===== src/rtl/wb_port_arbiter.sv =====
// -----------------------------------------------------------------------------
// wb_port_arbiter
//
// Shares the single register-file write port between the in-order pipeline
// writeback and a secondary long-latency requester (e.g. mul/div returning to
// a GPR). The pipeline has priority; a one-entry hold buffer parks a secondary
// result until a free write slot appears. All rf_* outputs are registered, so a
// winning request reaches the register file one rising edge later.
//
// Optional feature macro: WB_STARVE_GUARD_EN
//   defined   - a wait counter forces a drain (pipe_stall for one cycle) once a
//               buffered result has waited MAX_WAIT pipeline writes.
//   undefined - no counter, pipe_stall tied low; the buffer drains only on a
//               cycle without a live pipeline write or via a same-address squash.
//
// Parameters
//   MAX_WAIT   cycles a buffered result may wait before the guard forces a slot
//   CNT_W      wait counter width, 2**CNT_W > MAX_WAIT
//
// Ports
//   clock       in   rising-edge clock
//   reset       in   asynchronous active-high reset
//   p_wen       in   pipeline writeback request
//   p_waddr     in   pipeline destination GPR (5b)
//   p_wdata     in   pipeline writeback data (32b)
//   s_valid     in   secondary result valid
//   s_waddr     in   secondary destination GPR (5b)
//   s_wdata     in   secondary result data (32b)
//   s_ready     out  secondary result accepted when s_valid && s_ready
//   rf_wen      out  register-file write enable (registered)
//   rf_waddr    out  register-file write address (registered)
//   rf_wdata    out  register-file write data (registered)
//   pipe_stall  out  hold the WB stage; pipeline re-presents its write next cycle
//   busy        out  hold buffer occupied
// -----------------------------------------------------------------------------
module wb_port_arbiter #(
  parameter int MAX_WAIT = 4,
  parameter int CNT_W    = 3
) (
  input  logic        clock,
  input  logic        reset,
  input  logic        p_wen,
  input  logic [4:0]  p_waddr,
  input  logic [31:0] p_wdata,
  input  logic        s_valid,
  input  logic [4:0]  s_waddr,
  input  logic [31:0] s_wdata,
  output logic        s_ready,
  output logic        rf_wen,
  output logic [4:0]  rf_waddr,
  output logic [31:0] rf_wdata,
  output logic        pipe_stall,
  output logic        busy
);

  // The counter must be able to hold MAX_WAIT itself.
  if ((2 ** CNT_W) <= MAX_WAIT) begin : g_bad_cfg
    $error("wb_port_arbiter: CNT_W too small for MAX_WAIT");
  end

  typedef enum logic {
    EMPTY = 1'b0,
    FULL  = 1'b1
  } state_e;

  state_e      state_q,    state_d;
  logic [4:0]  buf_addr_q, buf_addr_d;
  logic [31:0] buf_data_q, buf_data_d;
  logic        rf_wen_q,   rf_wen_d;
  logic [4:0]  rf_waddr_q, rf_waddr_d;
  logic [31:0] rf_wdata_q, rf_wdata_d;
  logic        p_live_s;
  logic        s_live_s;
  logic        stall_s;

  // A write to $0 is never live: it must not reach the register file.
  assign p_live_s = p_wen   && (p_waddr != 5'd0);
  assign s_live_s = s_valid && (s_waddr != 5'd0);

`ifdef WB_STARVE_GUARD_EN
  logic [CNT_W-1:0] cnt_q, cnt_d;

  assign stall_s = (state_q == FULL) && (cnt_q == CNT_W'(MAX_WAIT));

  // Wait counter register.
  always_ff @(posedge clock or posedge reset) begin
    if (reset) begin
      cnt_q <= '0;
    end else begin
      cnt_q <= cnt_d;
    end
  end
`else
  assign stall_s = 1'b0;
`endif

  assign s_ready    = (state_q == EMPTY);
  assign busy       = (state_q == FULL);
  assign pipe_stall = stall_s;

  // Next-state and write-port selection.
  always_comb begin
    state_d    = state_q;
    buf_addr_d = buf_addr_q;
    buf_data_d = buf_data_q;
    rf_wen_d   = 1'b0;
    rf_waddr_d = rf_waddr_q;
    rf_wdata_d = rf_wdata_q;
`ifdef WB_STARVE_GUARD_EN
    cnt_d      = cnt_q;
`endif
    case (state_q)
      EMPTY: begin
        if (p_live_s) begin
          rf_wen_d   = 1'b1;
          rf_waddr_d = p_waddr;
          rf_wdata_d = p_wdata;
          if (s_live_s) begin
            // Pipeline wins the port; park the secondary result.
            buf_addr_d = s_waddr;
            buf_data_d = s_wdata;
            state_d    = FULL;
`ifdef WB_STARVE_GUARD_EN
            cnt_d      = '0;
`endif
          end else begin
            state_d = EMPTY;
          end
        end else if (s_live_s) begin
          rf_wen_d   = 1'b1;
          rf_waddr_d = s_waddr;
          rf_wdata_d = s_wdata;
        end else begin
          // Idle, or a $0 secondary write accepted and dropped.
          rf_wen_d = 1'b0;
        end
      end
      FULL: begin
        if (stall_s || !p_live_s) begin
          // Forced or free slot: drain the buffer; p (if any) is re-presented.
          rf_wen_d   = 1'b1;
          rf_waddr_d = buf_addr_q;
          rf_wdata_d = buf_data_q;
          state_d    = EMPTY;
        end else if (p_waddr == buf_addr_q) begin
          // The younger pipeline write supersedes the buffered value.
          rf_wen_d   = 1'b1;
          rf_waddr_d = p_waddr;
          rf_wdata_d = p_wdata;
          state_d    = EMPTY;
        end else begin
          rf_wen_d   = 1'b1;
          rf_waddr_d = p_waddr;
          rf_wdata_d = p_wdata;
`ifdef WB_STARVE_GUARD_EN
          if (cnt_q != CNT_W'(MAX_WAIT)) begin
            cnt_d = cnt_q + CNT_W'(1);
          end else begin
            cnt_d = cnt_q;
          end
`endif
        end
      end
      default: begin
        state_d = EMPTY;
      end
    endcase
  end

  // State, hold buffer and registered write port.
  always_ff @(posedge clock or posedge reset) begin
    if (reset) begin
      state_q    <= EMPTY;
      buf_addr_q <= 5'd0;
      buf_data_q <= 32'd0;
      rf_wen_q   <= 1'b0;
      rf_waddr_q <= 5'd0;
      rf_wdata_q <= 32'd0;
    end else begin
      state_q    <= state_d;
      buf_addr_q <= buf_addr_d;
      buf_data_q <= buf_data_d;
      rf_wen_q   <= rf_wen_d;
      rf_waddr_q <= rf_waddr_d;
      rf_wdata_q <= rf_wdata_d;
    end
  end

  assign rf_wen   = rf_wen_q;
  assign rf_waddr = rf_waddr_q;
  assign rf_wdata = rf_wdata_q;

endmodule


===== config.mk =====
export PLATFORM = sky130hd
export DESIGN_NAME = wb_port_arbiter
export DESIGN_NICKNAME = d
export VERILOG_FILES = /design/src/rtl/wb_port_arbiter.sv
export SDC_FILE = /design/constraint.sdc
export NUM_CORES = 1
export LEC_CHECK = 0
export BUFFER_PORTS_ARGS = -buffer_cell sky130_fd_sc_hd__buf_2
export CORE_MARGIN = 4
export CORE_UTILIZATION = 44
export CTS_BUF_LIST = sky130_fd_sc_hd__clkbuf_4
export CTS_CLUSTER_SIZE = 28
export DETAILED_ROUTE_END_ITERATION = 8
export PLACE_DENSITY_LB_ADDON = 0.15
export SYNTH_ARGS = -nofsm -noshare
export SYNTH_HDL_FRONTEND = slang
export SYNTH_SLANG_ARGS = --single-unit

===== constraint.sdc =====
create_clock -name clock -period 2.79 [get_ports clock]
set_input_delay 0.279 -clock clock [delete_from_list [all_inputs] [get_ports clock]]
set_output_delay 0.279 -clock clock [all_outputs]
set_load 0.005 [all_outputs]

=== Word-level counts from Yosys, hierarchy flattened ===
Cells that the tools add are included.

* Register bits: 76
* Word-level logic and storage cells: 29
* Input port bits: 78
* Output and inout bits: 41

* Muxes and demuxes: 15
* Bitwise gates (word level): 1
* Reductions and logical operators: 5
* Eq/ne operators: 2

{| class="wikitable"
|+ Operators with widths
! cell !! count
|-
| $mux W32 || 3
|-
| $pmux W32 S2 || 1
|-
| $mux W5 || 3
|-
| $pmux W5 S2 || 1
|-
| $reduce_bool A5 Y1 || 2
|-
| $eq A5 B5 Y1 || 1
|-
| $mux W1 || 5
|-
| $pmux W1 S2 || 2
|-
| $ne A3 B1 Y1 const B || 1
|-
| $reduce_and A3 Y1 || 1
|-
| $logic_and A1 B1 Y1 || 2
|-
| $not A1 Y1 || 1
|}

=== Logic depth before layout (Yosys ltp) ===
Gate-level depths: netlist of run 1.

* Word-level depth: 5
* Gate-level depth with buffers: 7
* Mapped depth without buffers: 4

=== Least setup slack after synthesis of run 1 ===
OpenSTA, ideal clock, no wires.

* Kind: input -> register
* Start point: input port p_waddr[2]
* End point: register buf_addr_q[0]
* Data arrival time: 1,745 ps
* Stages on the path: 7
* Path buffers: 3
* Required time: 2,665 ps
* Path slack: 920 ps
* Library setup time: 125 ps
* Path through: or3_1 > o31a_1 > buf_6 > nor3b_1 > buf_6 > buf_6 > mux2_4

* Word-level cells in the longest chain between the ends: 3

{| class="wikitable"
|+ RTL lines
! what !! RTL line !! RTL
|-
| from (decl) || 43 || <nowiki>input logic [4:0] p_waddr,</nowiki>
|-
| $reduce_bool A5 Y1 || 77 || <nowiki>assign p_live_s = p_wen && (p_waddr != 5'd0);</nowiki>
|-
| $logic_and A1 B1 Y1 || 77 ||
|-
| $reduce_and A3 Y1 (no source line) || n/a ||
|-
| to (signal assigned) || 181 || <nowiki>buf_addr_q <= buf_addr_d;</nowiki>
|-
| to (decl) || 67 || <nowiki>logic [4:0] buf_addr_q, buf_addr_d;</nowiki>
|}

No other way between the ends.
A chain may end at the register's enable or synchronous reset.

=== Worst setup path in the final report of run 1 ===
* Start point: register state_q, in the netlist busy
* End point: output port s_ready

* Word-level cells in the longest chain between the ends: 1

{| class="wikitable"
|+ RTL lines
! what !! RTL line !! RTL
|-
| from (decl) || 66 || <nowiki>state_e state_q, state_d;</nowiki>
|-
| from (signal assigned) || 180 || <nowiki>state_q <= state_d;</nowiki>
|-
| $not A1 Y1 (no source line) || n/a ||
|-
| to (decl) || 48 || <nowiki>output logic s_ready,</nowiki>
|}

No other way between the ends.

==> results.sh, run 1 <==
export IMPL_status="complete, no violations"
export IMPL_crit_chain="inv_1 > buf_4 > buf_2"
export IMPL_syn2layout_area_growth_pct=20.0
export IMPL_stdcell_count=566
export IMPL_clockBufferDepth=2
export IMPL_placementRows=33
export IMPL_hold_path_class="in -> reg"
export IMPL_yosysTopAreaCell="dfrtp_1"
export IMPL_dp_hpwl_mm=6.48
export IMPL_layout_drive_gt1_share=0.393
export IMPL_synth_yosys_warnings=0
export IMPL_maxSlewHeadroom=0.534
export IMPL_syn_area_sq_um=3790
export IMPL_grt_max_degree=46
export IMPL_clk_insertion_delay_late_ns=0.41
export IMPL_drc=0
export IMPL_critPathLaunchType="flop"
export IMPL_worst_pin_slew_ns=0.698
export IMPL_critPathMaxStageDelay_ns=0.54
export IMPL_hold_buffers=1
export IMPL_drtPass1Iterations=4
export IMPL_worst_clock_skew_ns=0.0129
export IMPL_cts_setup_buffers=0
export IMPL_syn_inst=351
export IMPL_place_inst=550
export IMPL_power_leakage_nw=2.17
export IMPL_drv_cap=0
export IMPL_ys_ff_latch=76
export IMPL_grt_use_total=0.199
export IMPL_grt_pass1_wl_mm=15.9
export IMPL_finalSetupViolations=0
export IMPL_fin_crit_sh=0.781
export IMPL_slowest_stage="dfrtp_1"
export IMPL_wl_per_cell_um=17.3
export IMPL_cts_resized_gates=0
export IMPL_critical_path_class="reg -> out"
export IMPL_grt_pass1_vias=3145
export IMPL_synth_fp_nets=429
export IMPL_core_area_sq_um=8300
export IMPL_antenna_found_initial=0
export IMPL_final_cell_area_sq_um=4540
export IMPL_synth_avg_cell_area_sq_um=10.8
export IMPL_rsz0062_at_grt="no"
export IMPL_vias=3064
export IMPL_fp_dieW_um=101
export IMPL_post_route_min_period_ns=2.18
export IMPL_start_util=0.456
export IMPL_ant_nets=0
export IMPL_dpl_cell_area_sq_um=4430
export IMPL_cts_tree="yes"
export IMPL_die_h_um=101
export IMPL_endpoint_kind="output pin"
export IMPL_yosysSeqAreaShare=0.502
export IMPL_worstPathMaxFanout=27
export IMPL_gp_congestion=0.782
export IMPL_powerDensity_nw_per_um2=580
export IMPL_cts_htree_levels=3
export IMPL_drt_wl_total_mm=9.77
export IMPL_antenna_cells=0
export IMPL_layout_nets=535
export IMPL_yosys_area_top_type_share=0.502
export IMPL_finalMaxSlewViolations=0
export IMPL_drt_initial_drc_count=128
export IMPL_avgViaCountPerCell=5.41
export IMPL_synth_area_leaders="dfrtp_1, mux2_4, a2bb2oi_1"
export IMPL_clkSinkCount=76
export IMPL_fmax_mhz=459
export IMPL_hold_violations=0
export IMPL_cts_buffers=9
export IMPL_ctsRootBufferMaster="clkbuf_4"
export IMPL_worstPathRequired_ns=2.51
export IMPL_place_port_buffers=117
export IMPL_clk_pin_slew_ns=0.13
export IMPL_grt_overflow_total=0
export IMPL_fp_dieArea_sq_um=10200
export IMPL_ys_types=31
export IMPL_holdWs_ns=0.0567
export IMPL_arrival_ns=1.90
export IMPL_fin_setup_tns_ns=0
export IMPL_peakVddDrop_mv=0.235
export IMPL_boundaryPins=119
logic make-up (layout without fill, tap and decap cells):
logic type                count (synthesis)  after routing  synth area share
AOI/OAI and AO/OA                       110            110             0.199
xor gates and xnor gates                  5              5            0.0116
buffers and inverters                    35            145            0.0456
DFF                                      76             76             0.502
muxes                                    37             37             0.140
other                                     1              1          0.000990
and+or+nand+nor                          87             87             0.101
synth_stat cells:
| cell type | n |
|---|---|
| o2bb2ai_1 | 3 |
| xor2_1 | 4 |
| o31a_1 | 1 |
| or4_1 | 1 |
| nor4_1 | 4 |
| nand2b_1 | 1 |
| mux2_4 | 30 |
| nor2b_1 | 2 |
| o22a_1 | 2 |
| a22o_1 | 2 |
| o21ai_0 | 34 |
| a211oi_1 | 3 |
| clkbuf_1 | 24 |
| buf_1 | 2 |
| dfrtp_1 | 76 |
| buf_6 | 5 |
| and3_1 | 6 |
| nand3_1 | 1 |
| conb_1 | 1 |
| xnor2_1 | 1 |
| or2_2 | 1 |
| a2bb2oi_1 | 31 |
| or3_1 | 1 |
| nor3b_1 | 4 |
| inv_1 | 3 |
| nand2_1 | 32 |
| buf_4 | 1 |
| mux2_2 | 7 |
| a211o_1 | 2 |
| nor2_1 | 34 |
| o22ai_1 | 32 |
metal layers:
layer,global-route usage,vias to the layer above,wire (um)
li1,-,1491,-
met1,0.287,1483,4760
met2,0.304,83,4390
met3,0.0471,7,556
met4,0.0466,0,65
met5,0,-,0
final timing paths:
path	cells past startpoint	to	slack [ns]	startpoint
worst max-delay path	3	s_ready	0.61	busy
worst max register to register	5	rf_wdata[22]	0.72	busy
min in group asynchronous	3	rf_wdata[16]	0.50	reset
worst min register to register	1	rf_waddr[2]	0.50	rf_waddr[2]
worst min-delay path	3	rf_wdata[9]	0.06	p_wdata[9]
max in group asynchronous	4	buf_data_q[5]	1.52	reset
power breakdown:
group          internal, W  switching (W)  leakage (nW)
sequential         0.00128       0.000114         0.897
clock             0.000191       0.000369        0.0616
combinational     0.000395       0.000282          1.21
per-stage QoR:
step | total power (W) | worst slack [ns] | util
2_1_floorplan | 0.00186 | 0.573 | -
5_1_grt | 0.00280 | 0.476 | 0.547
4_1_cts | 0.00266 | 0.607 | 0.547
3_3_place_gp | 0.00208 | 0.460 | 0.534
3_5_place_dp | 0.00210 | 0.422 | 0.534
6_report | 0.00264 | 0.610 | 0.547
layout by cell type (no fill, tap or decap), drive strengths merged, types with 3 or more instances in the layout:
master	count
and3	6
o2bb2ai	3
a211oi	3
dfrtp	76
clkinv	5
o22ai	32
clkbuf	11
buf	126
nor4	4
mux2	37
o21ai	34
nor3b	4
xor2	4
a2bb2oi	31
nand2	32
nor2	34
state kept, by name (all words and copies together), names as in the netlist:
signal and count:
rf_wen 1, rf_wdata 32, rf_waddr 5, busy 1, buf_data_q 32, buf_addr_q 5
worst max-delay path, delay by kind of cell, from the launching register on:
family | cells | cell delay, ns
buf+inv | 3 | 0.94
flops | 1 | 0.54
final cells by class:
cell class	count	area, sq um
repair buffers	127	676
clock inverters	4	17.5
clock buffers	11	82.6
well taps	105	131
multi-input cells	240	1720
inverters	3	12.5
flip-flops and latches	76	1900
fillers	783	3760
(Power assumes the default switching activity.)
==> inputs of run 2 (changes only) <==
clock period = 2.05 ns   (was 2.79 ns; I/O delays follow)
==> run 2 against run 1 <==
Net effect:
- sequential cell count unchanged
- critical endpoint unchanged
- sequential share of layout area down 4.1 points
- power increased by 50%
- first-iteration DRC count is 8.6% lower
- wire length rose by 3.6%
- critical path depth did not move
- worst hold slack worse by 0.030 ns
- count of clock-buffer cells in the layout down 2
==> results.sh, run 2 (same netlist as run 1, synthesis figures left out) <==
export IMPL_fill_cells=703
export IMPL_cts_setup_buffers=0
export IMPL_antenna_cells=0
export IMPL_fmax_mhz=564
export IMPL_vias=3248
export IMPL_dp_hpwl_mm=6.73
export IMPL_core_area_sq_um=8300
export IMPL_fp_dieW_um=101
export IMPL_hold_depth=3
export IMPL_antenna_found_initial=0
export IMPL_status="complete, no violations"
export IMPL_path_buf_inv=3
export IMPL_mostFrequentLayoutCell="buf_2"
export IMPL_timing_rr_end="buf_data_q[25]"
export IMPL_critPathMaxStageDelay_ns=0.46
export IMPL_boundaryPins=119
export IMPL_drv_cap=0
export IMPL_critPathLaunchType="flop"
export IMPL_fin_setup_tns_ns=0
export IMPL_grt_max_degree=66
export IMPL_cts_buffers=9
export IMPL_die_h_um=101
export IMPL_grt_overflow_total=0
export IMPL_r2r_setup_slack_ns=0.30
export IMPL_grt_use_total=0.204
export IMPL_fp_dieArea_sq_um=10200
export IMPL_grt_pass1_vias=3286
export IMPL_crit_chain="inv_1 > buf_12 > buf_2"
export IMPL_p_total_w=0.00395
export IMPL_worstPathMaxFanout=28
export IMPL_rsz0062_at_grt="no"
export IMPL_clkSinkCount=76
export IMPL_hold_path_class="in -> reg"
export IMPL_drt_wl_total_mm=10.1
export IMPL_finalSetupViolations=0
export IMPL_critical_path_class="reg -> out"
export IMPL_drtPass1Iterations=4
export IMPL_clk_pin_slew_ns=0.13
export IMPL_start_util=0.456
export IMPL_hold_end="rf_wdata[12]"
export IMPL_placementRows=33
export IMPL_hold_violations=0
export IMPL_syn2layout_area_growth_pct=32.8
export IMPL_avgViaCountPerCell=5.36
export IMPL_worstPathRequired_ns=1.85
export IMPL_layout_drive_gt1_share=0.379
export IMPL_post_route_min_period_ns=1.77
export IMPL_arrival_ns=1.57
export IMPL_cts_resized_gates=0
export IMPL_worst_clock_skew_ns=0.0118
export IMPL_drc=0
export IMPL_grt_pass1_wl_mm=16.5
export IMPL_place_port_buffers=117
export IMPL_hold_start="p_wdata[12]"
export IMPL_peakVddDrop_mv=0.430
export IMPL_drt_initial_drc_count=117
export IMPL_power_leakage_nw=2.37
export IMPL_gp_congestion=0.769
export IMPL_ctsRootBufferMaster="clkbuf_4"
export IMPL_fin_crit_sh=0.866
export IMPL_slowest_stage="dfrtp_1"
export IMPL_clk_insertion_delay_late_ns=0.40
export IMPL_cts_htree_levels=3
export IMPL_cpLargestDelayFamily="buffers and inverters"
export IMPL_ant_nets=0
export IMPL_mostFrequentLayoutCells="buf_2, dfrtp_1, o21ai_0, dlygate4sd3_1, nor2_1"
export IMPL_clockBufferDepth=2
export IMPL_finalMaxSlewViolations=0
export IMPL_layout_nets=574
export IMPL_rr_startpoint="busy"
export IMPL_wl_per_cell_um=16.7
export IMPL_powerDensity_nw_per_um2=785
export IMPL_r2r_cells=4
export IMPL_cts_tree="yes"
export IMPL_endpoint_kind="output pin"
-- run 2: cell count changes in the layout (fill, tap and decap cells not counted), sizes merged --
cell / previous run / this run
bufinv: 0 / 2
clkinvlp: 0 / 2
clkbuf: 11 / 9
clkinv: 5 / 4
buf: 126 / 132
dlygate4sd3: 1 / 34
-- run 2: worst max-delay path by stage --
| stage | startpoint | endpoint | cells past startpoint |
|---|---|---|---|
| after floorplan | p_waddr[2] | buf_addr_q[0] | 7 |
| after global placement | p_waddr[2] | buf_data_q[19] | 6 |
| after detailed placement | p_waddr[2] | buf_data_q[21] | 6 |
| after CTS | busy | s_ready | 3 |
| after global routing | busy | s_ready | 3 |
| final | busy | s_ready | 3 |
-- run 2: layer usage --
metal  global-route usage  up-vias  part of all wire
met1                0.293     1565              0.46
li1                     -     1567                 -
met3               0.0422        8             0.065
met5                    0        -                 0
met2                0.316      108              0.47
met4               0.0528        0            0.0079
-- run 2: report_power, final --
| group | total [W] | switching (W) | leakage, nW | internal, W |
|---|---|---|---|---|
| clock network | 0.00104 | 0.000551 | 0.0857 | 0.000491 |
| logic | 0.00100 | 0.000401 | 1.39 | 0.000602 |
| registers | 0.00190 | 0.000155 | 0.897 | 0.00175 |
| total | 0.00395 | 0.00111 | 2.37 | 0.00284 |
-- run 2: cell type report --
cell class / count / area, sq um / area share
Sequential cell: 76 / 1900 / 0.378
Multi-Input combinational cell: 240 / 1720 / 0.342
Timing Repair Buffer: 166 / 1100 / 0.219
Tap cell: 105 / 131 / 0.0261
Clock inverter: 7 / 91.3 / 0.0182
Clock buffer: 9 / 67.6 / 0.0134
Inverter: 3 / 15.0 / 0.00299
-- run 2: repair_timing --
item / 4_1_cts / 5_1_grt
hold endpoints to repair: 40 / 4
endpoints found under the setup margin: 0 / 0
hold buffers: 30 / 4
-- run 2: tightest hold or removal path: stages --
cell and delay [ns]:
buf_2 0.09, nand2_1 0.04, o21ai_0 0.06
-- run 2: per-stage QoR --
stage          cells   util  hold WS [ns]  area [sq um]  setup slack [ns]
2_1_floorplan    351      -         0.322          3790             0.254
3_3_place_gp     556  0.546         0.181          4530             0.165
3_5_place_dp     556  0.546         0.174          4530             0.137
4_1_cts          602  0.601      0.000645          4990             0.250
5_1_grt          606  0.606       0.00302          5030             0.154
6_report         606  0.606        0.0271          5030             0.276
